`src/rtl/uart_xfer_mem.sv`:
```
// ----------------------------------------------------------------------------
// uart_xfer_mem
//
// Full-duplex UART transceiver feeding a word-addressed capture memory.
// TX serialises DATA_W-bit words (LSB first) on request; RX deserialises
// incoming frames and presents each received word on a one-cycle write
// port (we/address/data_out).  The write address auto-increments after
// every write and wraps modulo 2^ADDR_W.
//
// Optional feature macro: UART_XFER_PARITY_EN
//   When defined, TX appends an even-parity bit after the data bits.  RX
//   checks it and reports mismatches on the sticky parity_err output.
//   When undefined there is no parity bit, no PARITY state and no
//   parity_err port.
//
// Parameters:
//   DATA_W        data bits per frame (5..9)
//   CLKS_PER_BIT  clk cycles per serial bit (>= 4)
//   STOP_BITS     stop bits per TX frame (1 or 2); RX checks only the first
//   ADDR_W        write address width
//   BASE_ADDR     first write address after reset or addr_clr
//
// Ports:
//   clk           rising-edge clock
//   reset_n       asynchronous active-low reset
//   en            TX start request, accepted only while tx_busy = 0
//   data_in       TX word, captured when en is accepted
//   tx            serial output, idle high
//   tx_busy       high from the cycle after acceptance to the end of stop
//   rx            serial input (asynchronous, synchronised internally)
//   data_out      last received word
//   we            one-cycle memory write strobe
//   address       write address belonging to data_out while we = 1
//   done          one-cycle pulse, identical to we
//   frame_err     sticky: a stop bit was sampled low
//   parity_err    sticky: received parity mismatch (parity build only)
//   addr_clr      synchronous: address <- BASE_ADDR, error flags cleared
//   tx_state_dbg  current TX FSM state
//   rx_state_dbg  current RX FSM state
//
// TX handshake: en acts as "valid" and ~tx_busy as "ready".  A word is
// transferred on a rising edge where en = 1 and tx_busy = 0; data_in must
// be stable in that cycle.  en while tx_busy = 1 is ignored, nothing is
// queued.  Holding en high sends frames back to back, one idle cycle apart.
// ----------------------------------------------------------------------------
module uart_xfer_mem #(
    parameter int                DATA_W       = 8,
    parameter int                CLKS_PER_BIT = 16,
    parameter int                STOP_BITS    = 1,
    parameter int                ADDR_W       = 32,
    parameter logic [ADDR_W-1:0] BASE_ADDR    = '0
) (
    input  logic              clk,
    input  logic              reset_n,
    input  logic              en,
    input  logic [DATA_W-1:0] data_in,
    output logic              tx,
    output logic              tx_busy,
    input  logic              rx,
    output logic [DATA_W-1:0] data_out,
    output logic              we,
    output logic [ADDR_W-1:0] address,
    output logic              done,
    output logic              frame_err,
`ifdef UART_XFER_PARITY_EN
    output logic              parity_err,
`endif
    input  logic              addr_clr,
    output logic [2:0]        tx_state_dbg,
    output logic [2:0]        rx_state_dbg
);

    // ------------------------------------------------------------------
    // State encodings (shared numbering for TX and RX)
    // ------------------------------------------------------------------
    localparam logic [2:0] ST_IDLE   = 3'd0;
    localparam logic [2:0] ST_START  = 3'd1;
    localparam logic [2:0] ST_DATA   = 3'd2;
`ifdef UART_XFER_PARITY_EN
    localparam logic [2:0] ST_PARITY = 3'd3;
`endif
    localparam logic [2:0] ST_STOP   = 3'd4;
    localparam logic [2:0] ST_WRITE  = 3'd5;

    // The baud counter must reach the longest TX state: STOP with two bits.
    localparam int CNT_W = $clog2(STOP_BITS * CLKS_PER_BIT);
    localparam int BIT_W = $clog2(DATA_W);

    localparam logic [CNT_W-1:0] BIT_LAST  = CNT_W'(CLKS_PER_BIT - 1);
    localparam logic [CNT_W-1:0] HALF_LAST = CNT_W'(CLKS_PER_BIT / 2 - 1);
    localparam logic [CNT_W-1:0] STOP_LAST = CNT_W'(STOP_BITS * CLKS_PER_BIT - 1);
    localparam logic [BIT_W-1:0] IDX_LAST  = BIT_W'(DATA_W - 1);
    localparam logic [CNT_W-1:0] CNT_ONE   = CNT_W'(1);
    localparam logic [BIT_W-1:0] IDX_ONE   = BIT_W'(1);

    // ------------------------------------------------------------------
    // TX path
    // ------------------------------------------------------------------
    logic [2:0]        tx_state;
    logic [CNT_W-1:0]  tx_cnt;
    logic [BIT_W-1:0]  tx_idx;
    logic [DATA_W-1:0] tx_shift;
    logic              tx_q;
`ifdef UART_XFER_PARITY_EN
    logic              tx_par;
`endif

    // tx is a flop so the pin never glitches; the reset value puts the
    // line high the moment reset_n falls.
    always_ff @(posedge clk or negedge reset_n) begin
        if (!reset_n) begin
            tx_state <= ST_IDLE;
            tx_cnt   <= '0;
            tx_idx   <= '0;
            tx_shift <= '0;
            tx_q     <= 1'b1;
`ifdef UART_XFER_PARITY_EN
            tx_par   <= 1'b0;
`endif
        end else begin
            case (tx_state)
                ST_IDLE: begin
                    tx_q   <= 1'b1;
                    tx_cnt <= '0;
                    tx_idx <= '0;
                    if (en) begin
                        tx_shift <= data_in;
`ifdef UART_XFER_PARITY_EN
                        tx_par   <= ^data_in;
`endif
                        tx_q     <= 1'b0;
                        tx_state <= ST_START;
                    end
                end
                ST_START: begin
                    if (tx_cnt == BIT_LAST) begin
                        tx_cnt   <= '0;
                        tx_idx   <= '0;
                        tx_q     <= tx_shift[0];
                        tx_state <= ST_DATA;
                    end else begin
                        tx_cnt <= tx_cnt + CNT_ONE;
                    end
                end
                ST_DATA: begin
                    if (tx_cnt == BIT_LAST) begin
                        tx_cnt   <= '0;
                        tx_shift <= tx_shift >> 1;
                        if (tx_idx == IDX_LAST) begin
`ifdef UART_XFER_PARITY_EN
                            tx_q     <= tx_par;
                            tx_state <= ST_PARITY;
`else
                            tx_q     <= 1'b1;
                            tx_state <= ST_STOP;
`endif
                        end else begin
                            tx_idx <= tx_idx + IDX_ONE;
                            // Next bit is the one about to become bit 0.
                            tx_q   <= tx_shift[1];
                        end
                    end else begin
                        tx_cnt <= tx_cnt + CNT_ONE;
                    end
                end
`ifdef UART_XFER_PARITY_EN
                ST_PARITY: begin
                    if (tx_cnt == BIT_LAST) begin
                        tx_cnt   <= '0;
                        tx_q     <= 1'b1;
                        tx_state <= ST_STOP;
                    end else begin
                        tx_cnt <= tx_cnt + CNT_ONE;
                    end
                end
`endif
                ST_STOP: begin
                    tx_q <= 1'b1;
                    if (tx_cnt == STOP_LAST) begin
                        tx_cnt   <= '0;
                        tx_state <= ST_IDLE;
                    end else begin
                        tx_cnt <= tx_cnt + CNT_ONE;
                    end
                end
                default: begin
                    tx_q     <= 1'b1;
                    tx_cnt   <= '0;
                    tx_state <= ST_IDLE;
                end
            endcase
        end
    end

    assign tx           = tx_q;
    assign tx_busy      = (tx_state != ST_IDLE);
    assign tx_state_dbg = tx_state;

    // ------------------------------------------------------------------
    // RX input synchroniser and start-edge detector
    // ------------------------------------------------------------------
    logic rx_meta;
    logic rx_sync;
    logic rx_prev;
    logic rx_fall;

    always_ff @(posedge clk or negedge reset_n) begin
        if (!reset_n) begin
            rx_meta <= 1'b1;
            rx_sync <= 1'b1;
            rx_prev <= 1'b1;
        end else begin
            rx_meta <= rx;
            rx_sync <= rx_meta;
            rx_prev <= rx_sync;
        end
    end

    // Edge rather than level: after a low stop bit the line may still be
    // low when RX is back in IDLE, and that must not start a new frame.
    assign rx_fall = rx_prev & ~rx_sync;

    // ------------------------------------------------------------------
    // RX FSM, write port and sticky error flags
    // ------------------------------------------------------------------
    logic [2:0]        rx_state;
    logic [CNT_W-1:0]  rx_cnt;
    logic [BIT_W-1:0]  rx_idx;
    logic [DATA_W-1:0] rx_shift;

    always_ff @(posedge clk or negedge reset_n) begin
        if (!reset_n) begin
            rx_state   <= ST_IDLE;
            rx_cnt     <= '0;
            rx_idx     <= '0;
            rx_shift   <= '0;
            data_out   <= '0;
            address    <= BASE_ADDR;
            frame_err  <= 1'b0;
`ifdef UART_XFER_PARITY_EN
            parity_err <= 1'b0;
`endif
        end else begin
            // Clear first so an error detected in the same cycle still sets.
            if (addr_clr) begin
                frame_err  <= 1'b0;
`ifdef UART_XFER_PARITY_EN
                parity_err <= 1'b0;
`endif
            end

            case (rx_state)
                ST_IDLE: begin
                    rx_cnt <= '0;
                    rx_idx <= '0;
                    if (rx_fall) begin
                        rx_state <= ST_START;
                    end
                end
                ST_START: begin
                    // Re-check the start bit half a bit in; from here on the
                    // counter is aligned to mid-bit sample points.
                    if (rx_cnt == HALF_LAST) begin
                        rx_cnt   <= '0;
                        rx_state <= rx_sync ? ST_IDLE : ST_DATA;
                    end else begin
                        rx_cnt <= rx_cnt + CNT_ONE;
                    end
                end
                ST_DATA: begin
                    if (rx_cnt == BIT_LAST) begin
                        rx_cnt   <= '0;
                        rx_shift <= {rx_sync, rx_shift[DATA_W-1:1]};
                        if (rx_idx == IDX_LAST) begin
`ifdef UART_XFER_PARITY_EN
                            rx_state <= ST_PARITY;
`else
                            rx_state <= ST_STOP;
`endif
                        end else begin
                            rx_idx <= rx_idx + IDX_ONE;
                        end
                    end else begin
                        rx_cnt <= rx_cnt + CNT_ONE;
                    end
                end
`ifdef UART_XFER_PARITY_EN
                ST_PARITY: begin
                    if (rx_cnt == BIT_LAST) begin
                        rx_cnt <= '0;
                        if (rx_sync != (^rx_shift)) begin
                            parity_err <= 1'b1;
                        end
                        rx_state <= ST_STOP;
                    end else begin
                        rx_cnt <= rx_cnt + CNT_ONE;
                    end
                end
`endif
                ST_STOP: begin
                    // Only the first stop bit is sampled; the word is kept
                    // even when the stop bit is bad.
                    if (rx_cnt == BIT_LAST) begin
                        rx_cnt <= '0;
                        if (!rx_sync) begin
                            frame_err <= 1'b1;
                        end
                        data_out <= rx_shift;
                        rx_state <= ST_WRITE;
                    end else begin
                        rx_cnt <= rx_cnt + CNT_ONE;
                    end
                end
                ST_WRITE: begin
                    // Back to IDLE mid stop bit, ready half a bit early.
                    address  <= address + ADDR_W'(1);
                    rx_state <= ST_IDLE;
                end
                default: begin
                    rx_cnt   <= '0;
                    rx_state <= ST_IDLE;
                end
            endcase

            // A clear overrides the post-write increment.
            if (addr_clr) begin
                address <= BASE_ADDR;
            end
        end
    end

    assign we           = (rx_state == ST_WRITE);
    assign done         = we;
    assign rx_state_dbg = rx_state;

endmodule

```
`config.mk`:
```
export PLATFORM = sky130hd
export DESIGN_NAME = uart_xfer_mem
export DESIGN_NICKNAME = d
export VERILOG_FILES = /design/src/rtl/uart_xfer_mem.sv
export SDC_FILE = /design/constraint.sdc
export NUM_CORES = 1
export LEC_CHECK = 0
export ABC_AREA = 0
export CORE_MARGIN = 2
export CORE_UTILIZATION = 54
export CTS_BUF_LIST = sky130_fd_sc_hd__clkbuf_4
export DETAILED_ROUTE_END_ITERATION = 10
export GPL_ROUTABILITY_DRIVEN = 0
export PLACE_DENSITY = 0.84
export SLEW_MARGIN = 30
export SYNTH_ARGS = -nofsm -noshare
export SYNTH_HDL_FRONTEND = slang
export SYNTH_SLANG_ARGS = --single-unit
```
`constraint.sdc`:
```
create_clock -name clk -period 3.05 [get_ports clk]
set_input_delay 0.4575 -clock clk [delete_from_list [all_inputs] [get_ports clk]]
set_output_delay 0.4575 -clock clk [all_outputs]
set_load 0.05 [all_outputs]
```
### Word-level counts from Yosys, hierarchy flattened

Index checks and enable logic that the tools add are counted.
Widths: inputs -> output; s select.

| operators by class | value |
|---|---|
| shifts and indexed selects | 0 |
| magnitude comparators | 0 |
| reductions and logical operators | 17 |
| divide/modulo/power cells | 0 |
| muxes and demuxes | 38 |
| $add $sub $neg | 5 |
| bitwise gates (word level) | 2 |
| equal/unequal tests | 24 |
| multipliers | 0 |

Operator list:

| cell | number |
|---|---|
| $mux 32 | 2 |
| $mux 3 | 14 |
| $add 32x1->32 const B | 1 |
| $ne 2x2->1 const B | 12 |
| $pmux 3 s4 | 2 |
| $mux 4 | 4 |
| $mux 8 | 2 |
| $pmux 8 s2 | 1 |
| $eq 3x3->1 const B | 5 |
| $pmux 4 s3 | 1 |
| $reduce_and 5->1 | 2 |
| $pmux 3 s3 | 1 |
| $add 4x1->4 const B | 2 |
| $eq 4x4->1 const B | 2 |
| $mux 1 | 8 |
| $add 3x1->3 const B | 2 |
| $eq 3x1->1 const B | 2 |
| $eq 3x2->1 const B | 2 |
| $logic_not 3->1 | 2 |
| $pmux 3 s2 | 1 |
| $reduce_and 2->1 | 3 |
| $reduce_and 3->1 | 2 |
| $reduce_bool 2->1 | 3 |
| $reduce_bool 3->1 | 2 |
| 8 further kinds | 8 |

| storage, ports and cells | value |
|---|---|
| input bits | 13 |
| output and inout bits | 51 |
| flip-flop bits (word level) | 81 |
| ROM bits | 0 |
| memories | 0 |
| bits in latches | 0 |
| bits in writable memories | 0 |

### Logic depth before layout (Yosys ltp)

Gate-level depths: netlist (run 1).

| logic depth | value |
|---|---|
| depth in word-level cells | 4 |
| depth in mapped cells | 7 |
| mapped depth without buffers | 6 |

### Worst setup path before layout (run 1)

Ideal clock, no wire load.

| timing path | value |
|---|---|
| path type | register to register |
| start | register address[0] |
| end | register address[20] |
| path buffers | 1 |
| data arrival time | 2.282 ns |
| path slack | 0.690 ns |
| cell stages (with the launch flop) | 7 |
| setup time | 0.078 ns |
| path through | dfrtp_1 ha_1 nand4b_4 or3_1 clkbuf_1 or4_1 a21oi_1 |

| on the way | value |
|---|---|
| longest elaborated chain between the ends | 3 |

Ends and longest elaborated chain:

| item | line | RTL |
|---|---|---|
| start: declaration | 62 | `output logic [ADDR_W-1:0] address,` |
| start signal: assignment | 316 | `address <= address + ADDR_W'(1);` |
| $add 32x1->32 | 316 |  |
| $mux 32 | 252 | `case (rx_state)` |
| $mux 32 | 326 | `if (addr_clr) begin` |

Every way passes these cells. The select of a mux whose other input is x is not followed.
A chain may end at the register's enable or synchronous reset.

### Final worst setup path (run 1)

| timing path | value |
|---|---|
| start | register rx_state[1], in the netlist rx_state_dbg[1] |
| end | output we |

| on the way | value |
|---|---|
| longest elaborated chain between the ends | 1 |

Ends and longest elaborated chain:

| item | line | RTL |
|---|---|---|
| start: declaration | 226 | `logic [2:0] rx_state;` |
| start signal: assignment | 265 | `rx_state <= rx_sync ? ST_IDLE : ST_DATA;` |
| $eq 3x3->1 | 332 | `assign we = (rx_state == ST_WRITE);` |
| end: declaration | 61 | `output logic we,` |

Every way passes these cells.

==> flow_metrics.env, run 1 <==
export IMPL_grt_first_pass_wirelength_mm=15.1
export IMPL_cts_hold_fix_buffers=0
export IMPL_synth_edff_count=0
export IMPL_final_net_count=471
export IMPL_number_of_antenna_repair_diodes=0
export IMPL_post_route_drc_count=0
export IMPL_cts_setup_buffers=0
export IMPL_leakage_nw=2.01
export IMPL_run_status="completed"
export IMPL_power_density_cell_area_nw_per_um2=543
export IMPL_maximum_buffer_depth_of_the_clock_tree=2
export IMPL_synth_yosys_seq_area_share_pct=51.1
export IMPL_synth_flop_cell="dfrtp_1"
export IMPL_netlist_cell_type_count=47
export IMPL_synthesis_yosys_warnings=0
export IMPL_drt_pre_antenna_iters=4
export IMPL_total_switching_power_w=0.000830
export IMPL_critPathArrivalTime_ns=2.41
export IMPL_clock_power_share_pct=26.9
export IMPL_grt_usage_pct=22.4
export IMPL_hpwl_mm=5.86
export IMPL_die_width_um=89.8
export IMPL_largest_net_degree_at_the_start_of_global_routing=82
export IMPL_crit_required_ns=2.59
export IMPL_pre_cts_ws_ns=0.518
export IMPL_detailedRoute_firstIterationViolations=246
export IMPL_sequentialPowerShare_pct=51.4
export IMPL_worst_pin_slew_ns=0.712
export IMPL_htree_levels=3
export IMPL_total_power_w=0.00261
export IMPL_postSynthRegisterBits=81
export IMPL_cell_internal_pwr_w=0.00178
export IMPL_placeableCoreArea_sq_um=7180
export IMPL_max_freq_ghz=0.348
export IMPL_vias=3222
export IMPL_ys_async_sr_fraction_pct=100
export IMPL_place_port_buffers=63
export IMPL_final_design_area_no_fill_sq_um=4810
export IMPL_postCtsResizedCells=0
export IMPL_globalRoute_totalOverflow=0
export IMPL_avgViaCountPerCell=5.82
export IMPL_grt_pass1_vias=3191
export IMPL_report_final_setup_viol=0
export IMPL_numCtsBuffers=9
export IMPL_worstSetupStartpoint="rx_state_dbg[1]"
export IMPL_min_period_ns=2.87
export IMPL_timing_slew_headroom_pct=52.4
export IMPL_combinationalPowerShare_pct=21.7
export IMPL_final_antenna_net_count=0
export IMPL_r2r_start="address[0]"
export IMPL_cap_viol_max_count=0
export IMPL_die_y_um=89.8
export IMPL_fin_worst_skew_ns=0.0202
export IMPL_fillCellCount=576
export IMPL_tritoncts="built"
export IMPL_synthesis_nets=417
export IMPL_grt_setup_unrepaired="no"
export IMPL_mappedNetlistArea_sq_um=3980
export IMPL_placedInstanceArea_sq_um=4650
export IMPL_start_kind="flip-flop"
export IMPL_peak_supply_drop_uv=456
export IMPL_drive_above_1_share_pct=9.23
export IMPL_post_synth_cell_area_avg_sq_um=10.0
export IMPL_route_final_wire_length_mm=8.52
export IMPL_root_buffer="clkbuf_4"
export IMPL_finalHoldViolations=0
export IMPL_post_layout_worst_setup_margin_ns=0.180
export IMPL_critPathMaxFanout=14
export IMPL_final_cycle_utilization_of_the_critical_path_pct=94.1
export IMPL_routed_wire_length_per_instance_um=15.4
export IMPL_initial_utilization_pct=55.4
export IMPL_hold_path_class="primary input to asynchronous set/reset pin"
export IMPL_setup_worst_path_end_class="output pin"
export IMPL_cts_reportedPaths_clkPinSlew_ns=0.14
export IMPL_antenna_violations_before_repair=0
export IMPL_skew_pair_late_insertion_delay_ns=0.42
export IMPL_cts_sinks=81
export IMPL_sw_frac_of_total_pct=31.8
export IMPL_floorplan_io_pins=64
export IMPL_fin_setup_tns_ns=0
export IMPL_fp_dieArea_sq_um=8060
export IMPL_layout_stage_area_growth_over_the_synthesis_result_pct=21.1
export IMPL_critPathKind="flip-flop to output pin"
export IMPL_std_cell_rows=31
export IMPL_synthCells=397
export IMPL_report_final_slew_viol_count=0
flip-flops by register name, summed over array words and instances (netlist names), 4 cells and up:
register / cells
address: 32
data_out: 8
rx_cnt: 4
rx_shift: 8
tx_cnt: 4
tx_shift: 8
critical path, cell delays in order, from the launching register on:
cell and delay [ns]:
dfrtp_1 0.55, nand3b_1 0.37, inv_1 0.24, clkdlybuf4s50_1 0.84
routing by layer:
metal | wire, um | track usage (%) | share of wire [%] | up-vias
met2 | 4180 | 36.4 | 49 | 87
met1 | 3770 | 30.2 | 44 | 1567
li1 | - | - | - | 1554
met3 | 444 | 4.19 | 5.2 | 14
met4 | 135 | 8.59 | 1.6 | 0
met5 | 0 | 0 | 0 | -
final timing paths:
path	to	slack [ns]	cells after the start
worst max-delay path	we	0.18	3
worst min-delay path	tx_idx[1]	0.04	1
worst max register to register	address[20]	0.69	5
worst min register to register	rx_sync	0.37	0
max in group asynchronous	rx_state_dbg[0]	2.47	1
min in group clk	rx_sync	0.37	0
synth_stat cells, drive strengths merged (2+ instances only):
library cell / n / area share (%)
or2: 3 / 0.47
inv: 14 / 1.3
nor3: 6 / 0.76
o22ai: 2 / 0.31
buf: 7 / 1.0
or4: 18 / 3.5
nand3: 15 / 1.9
or3: 11 / 1.7
nand4b: 2 / 0.82
mux2i: 9 / 2.3
mux2: 18 / 5.1
nand2: 27 / 2.5
nand3b: 3 / 0.57
nand4: 9 / 1.4
nor2b: 3 / 0.47
and3: 5 / 0.79
o21ai: 14 / 1.8
and4: 3 / 0.66
xnor2: 8 / 1.8
xor2: 4 / 0.88
a21oi: 46 / 5.8
dfstp: 4 / 2.6
dfrtp: 77 / 48
a2111oi: 2 / 0.44
ha: 7 / 2.2
clkbuf: 16 / 1.5
nor3b: 2 / 0.38
nor4: 5 / 0.79
nor2: 33 / 3.1
a22oi: 2 / 0.38
o31ai: 13 / 2.5
power groups by stage:
stage                     Sequential [W]  Clock (W)  Combinational, W
after floorplan                  0.00137          0          0.000376
after global placement           0.00135          0          0.000540
after detailed placement         0.00136          0          0.000569
after CTS                        0.00134   0.000720          0.000575
after global routing             0.00137   0.000763          0.000640
final                            0.00134   0.000703          0.000567
layout by cell type (no fill, tap or decap), types with 6 or more instances in the layout:
| cell | Yosys | layout |
|---|---|---|
| dfrtp_1 | 77 | 75 |
| nand3_1 | 15 | 15 |
| a21oi_1 | 46 | 46 |
| clkdlybuf4s50_1 | 0 | 61 |
| or4_1 | 17 | 17 |
| nor2_1 | 33 | 33 |
| mux2_2 | 13 | 13 |
| nand4_1 | 9 | 9 |
| ha_1 | 7 | 7 |
| xnor2_1 | 8 | 8 |
| nor3_1 | 6 | 6 |
| nand2_1 | 27 | 27 |
| o31ai_1 | 13 | 13 |
| mux2i_1 | 9 | 9 |
| clkbuf_4 | 0 | 10 |
| o21ai_0 | 14 | 14 |
| or3_1 | 11 | 11 |
| inv_1 | 14 | 14 |
kinds of logic (layout without fill, tap and decap cells):
group,after synthesis,after routing,synth area share (%)
AND/OR/NAND/NOR,150,150,20.9
AO/OA/AOI/OAI,83,83,11.9
flip-flops,81,81,51.1
buffers and inverters,37,95,3.84
multiplexers,27,27,7.37
XOR/XNOR,12,12,2.64
adder cells (fa/ha/maj),7,7,2.20
metrics by stage:
stage                     cells  utilization, %  hold WS, ns
after floorplan             397               -        0.162
after global placement      539            64.8        0.346
after detailed placement    539            64.8        0.351
after CTS                   554            67.0       0.0705
after global routing        554            67.1       0.0943
final                       554            67.1       0.0394
final cells by class:
cell class	instances	area [sq um]	area share, %
inverters	14	52.6	1.09
clock buffers	10	75.1	1.56
multi-input cells	279	1790	37.2
repair buffers	66	657	13.6
flip-flops and latches	81	2030	42.3
well taps	99	124	2.57
clock inverters	5	81.3	1.69
(Power assumes the default switching activity.)
==> run 2: changes to the inputs <==
Settings changed: HOLD_SLACK_MARGIN set to 0.02.
Clock period 3.05 ns to 3.5 ns, I/O delays scaled along.
==> run 2 against run 1 <==
Compared with the run above: clock power is 23% lower; sequential power down 13%; cell count grew 0.18%; via count about the same; core utilization fell by 0.35 points; critical path depth unchanged; first-iteration DRC count fell by 28%; critical endpoint is now done; highest routed layer unchanged.
==> flow_metrics.env, run 2 (same netlist as run 1, synthesis figures left out) <==
export IMPL_run_status="completed"
export IMPL_leakage_nw=1.99
export IMPL_fin_worst_skew_ns=0.0269
export IMPL_leading_cell_types_in_the_layout_fill_and_taps_excluded="77 x dfrtp_1, 62 x clkdlybuf4s50_1, 46 x a21oi_1, 33 x nor2_1, 27 x nand2_1"
export IMPL_start_kind="flip-flop"
export IMPL_grt_pass1_vias=2987
export IMPL_avgViaCountPerCell=5.80
export IMPL_grt_usage_pct=21.6
export IMPL_report_final_setup_viol=0
export IMPL_fp_dieArea_sq_um=8060
export IMPL_cts_sinks=81
export IMPL_crit_required_ns=2.97
export IMPL_globalRoute_totalOverflow=0
export IMPL_critPathKind="flip-flop to output pin"
export IMPL_floorplan_io_pins=64
export IMPL_grt_setup_unrepaired="no"
export IMPL_depth_of_the_worst_register_to_register_path=4
export IMPL_drive_above_1_share_pct=8.55
export IMPL_report_final_slew_viol_count=0
export IMPL_htree_levels=3
export IMPL_skew_pair_late_insertion_delay_ns=0.43
export IMPL_place_port_buffers=63
export IMPL_final_cycle_utilization_of_the_critical_path_pct=88.0
export IMPL_post_route_drc_count=0
export IMPL_setup_worst_path_end_class="output pin"
export IMPL_drt_pre_antenna_iters=4
export IMPL_rrSetupSlack_ns=1.00
export IMPL_die_y_um=89.8
export IMPL_worst_pin_slew_ns=0.715
export IMPL_power_density_cell_area_nw_per_um2=460
export IMPL_numCtsBuffers=9
export IMPL_rr_endpoint="address[29]"
export IMPL_grt_first_pass_wirelength_mm=14.3
export IMPL_min_period_ns=3.08
export IMPL_placed_cell_count=539
export IMPL_finalHoldViolations=0
export IMPL_initial_utilization_pct=55.4
export IMPL_global_route_usage_met2_pct=35.6
export IMPL_timing_slew_headroom_pct=52.3
export IMPL_detailedRoute_firstIterationViolations=176
export IMPL_cts_setup_buffers=0
export IMPL_hold_path_class="primary input to asynchronous set/reset pin"
export IMPL_route_final_wire_length_mm=8.42
export IMPL_hpwl_mm=5.79
export IMPL_maximum_buffer_depth_of_the_clock_tree=2
export IMPL_biggest_register="address"
export IMPL_vias=3219
export IMPL_std_cell_rows=31
export IMPL_number_of_antenna_repair_diodes=0
export IMPL_antenna_violations_before_repair=0
export IMPL_layout_commonest_cell="dfrtp_1"
export IMPL_post_layout_worst_setup_margin_ns=0.419
export IMPL_root_buffer="clkbuf_4"
export IMPL_critPathArrivalTime_ns=2.56
export IMPL_postCtsResizedCells=0
export IMPL_cap_viol_max_count=0
export IMPL_fin_setup_tns_ns=0
export IMPL_final_net_count=471
export IMPL_critPathMaxFanout=18
export IMPL_placeableCoreArea_sq_um=7180
export IMPL_largest_register_ff_count=32
export IMPL_top_usage_layer="met2"
export IMPL_grt_use_met1_pct=28.1
export IMPL_tritoncts="built"
export IMPL_cts_hold_fix_buffers=0
export IMPL_pre_cts_ws_ns=0.905
export IMPL_die_width_um=89.8
export IMPL_max_freq_ghz=0.325
export IMPL_cts_reportedPaths_clkPinSlew_ns=0.13
export IMPL_final_cells=555
export IMPL_routed_wire_length_per_instance_um=15.2
export IMPL_layout_stage_area_growth_over_the_synthesis_result_pct=20.5
export IMPL_worstSetupStartpoint="rx_state_dbg[2]"
export IMPL_cp_endpoint="done"
export IMPL_global_route_usage_met3_pct=6.04
export IMPL_r2r_start="rx_state_dbg[2]"
export IMPL_peak_supply_drop_uv=261
export IMPL_largest_net_degree_at_the_start_of_global_routing=82
export IMPL_final_antenna_net_count=0
run 2: per-stage QoR:
| step | total power, W | util (%) | hold WS (ns) | cell area (sq um) |
|---|---|---|---|---|
| CTS | 0.00222 | 66.7 | 0.130 | 4790 |
| floorplan | 0.00152 | - | 0.229 | 3980 |
| finish | 0.00220 | 66.7 | 0.127 | 4790 |
| global placement | 0.00165 | 64.8 | 0.346 | 4650 |
| detailed placement | 0.00168 | 64.8 | 0.354 | 4650 |
| global route | 0.00234 | 66.7 | 0.147 | 4790 |
run 2: final cells by class:
cell class | instances | area, sq um
clock buffer | 12 | 90.1
inverter | 14 | 52.6
sequential | 81 | 2030
clock inverter | 4 | 46.3
multi-input combinational | 279 | 1790
fill | 570 | 2390
tap | 99 | 124
timing repair buffer | 66 | 654
run 2: routing by layer:
metal,vias up,routed length (um)
met4,0,60
met1,1565,3720
met5,-,0
met2,83,4250
met3,6,394
li1,1565,-
run 2: critical path, stage by stage, from the launching register on:
cell and delay (ns):
dfrtp_1 0.73, nand3b_1 0.33, inv_1 0.25, clkdlybuf4s50_1 0.84
run 2: how the worst min path moves through the flow:
stage | cells after the start | to
after floorplan | 0 | address[0]
after global placement | 0 | rx_sync
after detailed placement | 0 | rx_sync
after CTS | 1 | tx_shift[6]
after global routing | 1 | tx_shift[0]
final | 1 | address[18]
run 2: where the power goes:
| part | leakage [nW] | switching [W] | internal [W] | total (W) |
|---|---|---|---|---|
| logic | 0.839 | 0.000280 | 0.000209 | 0.000489 |
| registers | 1.08 | 0.000121 | 0.00105 | 0.00117 |
| clock network | 0.0766 | 0.000303 | 0.000240 | 0.000543 |
==> run 3: changes to the inputs <==
Settings changed: PLACE_DENSITY 0.84 to 0.81.
==> run 3 against run 2 <==
Compared with the run above: flip-flop and latch count stayed put; core utilization about the same; clock power up 3%.
==> flow_metrics.env, run 3 (same netlist as run 1, synthesis figures left out) <==
export IMPL_run_status="completed"
export IMPL_postCtsResizedCells=0
export IMPL_antenna_violations_before_repair=0
export IMPL_setup_worst_path_end_class="output pin"
export IMPL_post_layout_worst_setup_margin_ns=0.461
export IMPL_critPathArrivalTime_ns=2.51
export IMPL_worstPathBufferInverterCount=2
export IMPL_worst_path_max_delay_cell="clkdlybuf4s50_1"
export IMPL_initial_utilization_pct=55.4
export IMPL_globalRoute_totalOverflow=0
export IMPL_largest_net_degree_at_the_start_of_global_routing=82
export IMPL_layout_stage_area_growth_over_the_synthesis_result_pct=20.5
export IMPL_timing_slew_headroom_pct=49.2
export IMPL_max_freq_ghz=0.329
export IMPL_hold_path_class="primary input to asynchronous set/reset pin"
export IMPL_route_final_wire_length_mm=8.44
export IMPL_pre_cts_ws_ns=0.920
export IMPL_peak_supply_drop_uv=331
export IMPL_fin_worst_skew_ns=0.00892
export IMPL_grt_usage_pct=21.4
export IMPL_detailedRoute_firstIterationViolations=209
export IMPL_tritoncts="built"
export IMPL_post_route_drc_count=0
export IMPL_layout_commonest_cell="dfrtp_1"
export IMPL_finalHoldViolations=0
export IMPL_die_width_um=89.8
export IMPL_cts_reportedPaths_clkPinSlew_ns=0.13
export IMPL_critical_path_top_delay_family="buffers and inverters"
export IMPL_total_power_w=0.00222
export IMPL_grt_first_pass_wirelength_mm=14.4
export IMPL_placeableCoreArea_sq_um=7180
export IMPL_final_antenna_net_count=0
export IMPL_multi_input_comb_area_sq_um=1790
export IMPL_min_period_ns=3.04
export IMPL_floorplan_io_pins=64
export IMPL_fin_worst_hold_slack_ns=0.116
export IMPL_timing_critical_path_slowest_cell_delay_ns=0.84
export IMPL_cts_hold_fix_buffers=0
export IMPL_leading_cell_types_in_the_layout_fill_and_taps_excluded="77 x dfrtp_1, 62 x clkdlybuf4s50_1, 46 x a21oi_1, 33 x nor2_1, 27 x nand2_1"
export IMPL_crit_required_ns=2.97
export IMPL_cap_viol_max_count=0
export IMPL_avgViaCountPerCell=5.84
export IMPL_die_y_um=89.8
export IMPL_maximum_buffer_depth_of_the_clock_tree=2
export IMPL_number_of_antenna_repair_diodes=0
export IMPL_fillCellCount=595
export IMPL_std_cell_rows=31
export IMPL_critPathMaxFanout=18
export IMPL_power_density_cell_area_nw_per_um2=463
export IMPL_cts_setup_buffers=0
export IMPL_routed_wire_length_per_instance_um=15.2
export IMPL_grt_setup_unrepaired="no"
export IMPL_skew_pair_late_insertion_delay_ns=0.42
export IMPL_leakage_nw=1.99
export IMPL_fp_dieArea_sq_um=8060
export IMPL_largest_register_ff_count=32
export IMPL_drive_above_1_share_pct=8.77
export IMPL_final_net_count=471
export IMPL_vias=3240
export IMPL_fin_setup_tns_ns=0
export IMPL_layout_area_seq_sq_um=2030
export IMPL_worst_pin_slew_ns=0.759
export IMPL_root_buffer="clkbuf_4"
export IMPL_final_cycle_utilization_of_the_critical_path_pct=86.8
export IMPL_report_final_setup_viol=0
export IMPL_drt_pre_antenna_iters=4
export IMPL_cts_sinks=81
export IMPL_numCtsBuffers=9
export IMPL_report_final_slew_viol_count=0
export IMPL_start_kind="flip-flop"
export IMPL_critPathKind="flip-flop to output pin"
export IMPL_htree_levels=3
export IMPL_hpwl_mm=5.67
export IMPL_grt_pass1_vias=3086
export IMPL_biggest_register="address"
export IMPL_crit_chain="nand3b_1 > inv_1 > clkdlybuf4s50_1"
export IMPL_place_port_buffers=63
[run 3: cell types whose count changed in the layout (fill, tap and decap cells not counted), sizes merged]
cell / delta
inv: +1
clkinv: +2
clkbuf: -3
[run 3: through the flow]
stage / cells / area [sq um] / utilization [%]
final: 555 / 4790 / 66.8
after global routing: 555 / 4790 / 66.8
after CTS: 555 / 4790 / 66.8
after detailed placement: 539 / 4650 / 64.8
after global placement: 539 / 4650 / 64.8
after floorplan: 397 / 3980 / -
[run 3: layer usage]
| layer | share of wire [%] | GRT usage (%) |
|---|---|---|
| met1 | 46 | 29.5 |
| met2 | 48 | 34.5 |
| met3 | 4.1 | 3.52 |
| met4 | 1.4 | 8.21 |
| met5 | 0 | 0 |
[run 3: layout make-up]
class | count | area share (%)
flip-flops and latches | 81 | 42.4
multi-input cells | 279 | 37.4
repair buffers | 66 | 13.7
well taps | 99 | 2.59
clock inverters | 7 | 1.46
clock buffers | 9 | 1.41
inverters | 14 | 1.10
[run 3: final timing paths]
path	start	to	slack, ns	depth (start not counted)
max	rx_state_dbg[2]	done	0.46	3
max reg2reg	rx_state_dbg[2]	address[27]	1.04	4
min in group clk	rx_meta	rx_sync	0.37	0
min	reset_n	tx_idx[2]	0.12	1
min reg2reg	rx_meta	rx_sync	0.37	0
max in group asynchronous	reset_n	address[18]	2.89	1
[run 3: where the power goes]
group / internal [W] / switching [W]
registers: 0.00105 / 0.000121
clock network: 0.000218 / 0.000340
logic: 0.000210 / 0.000279
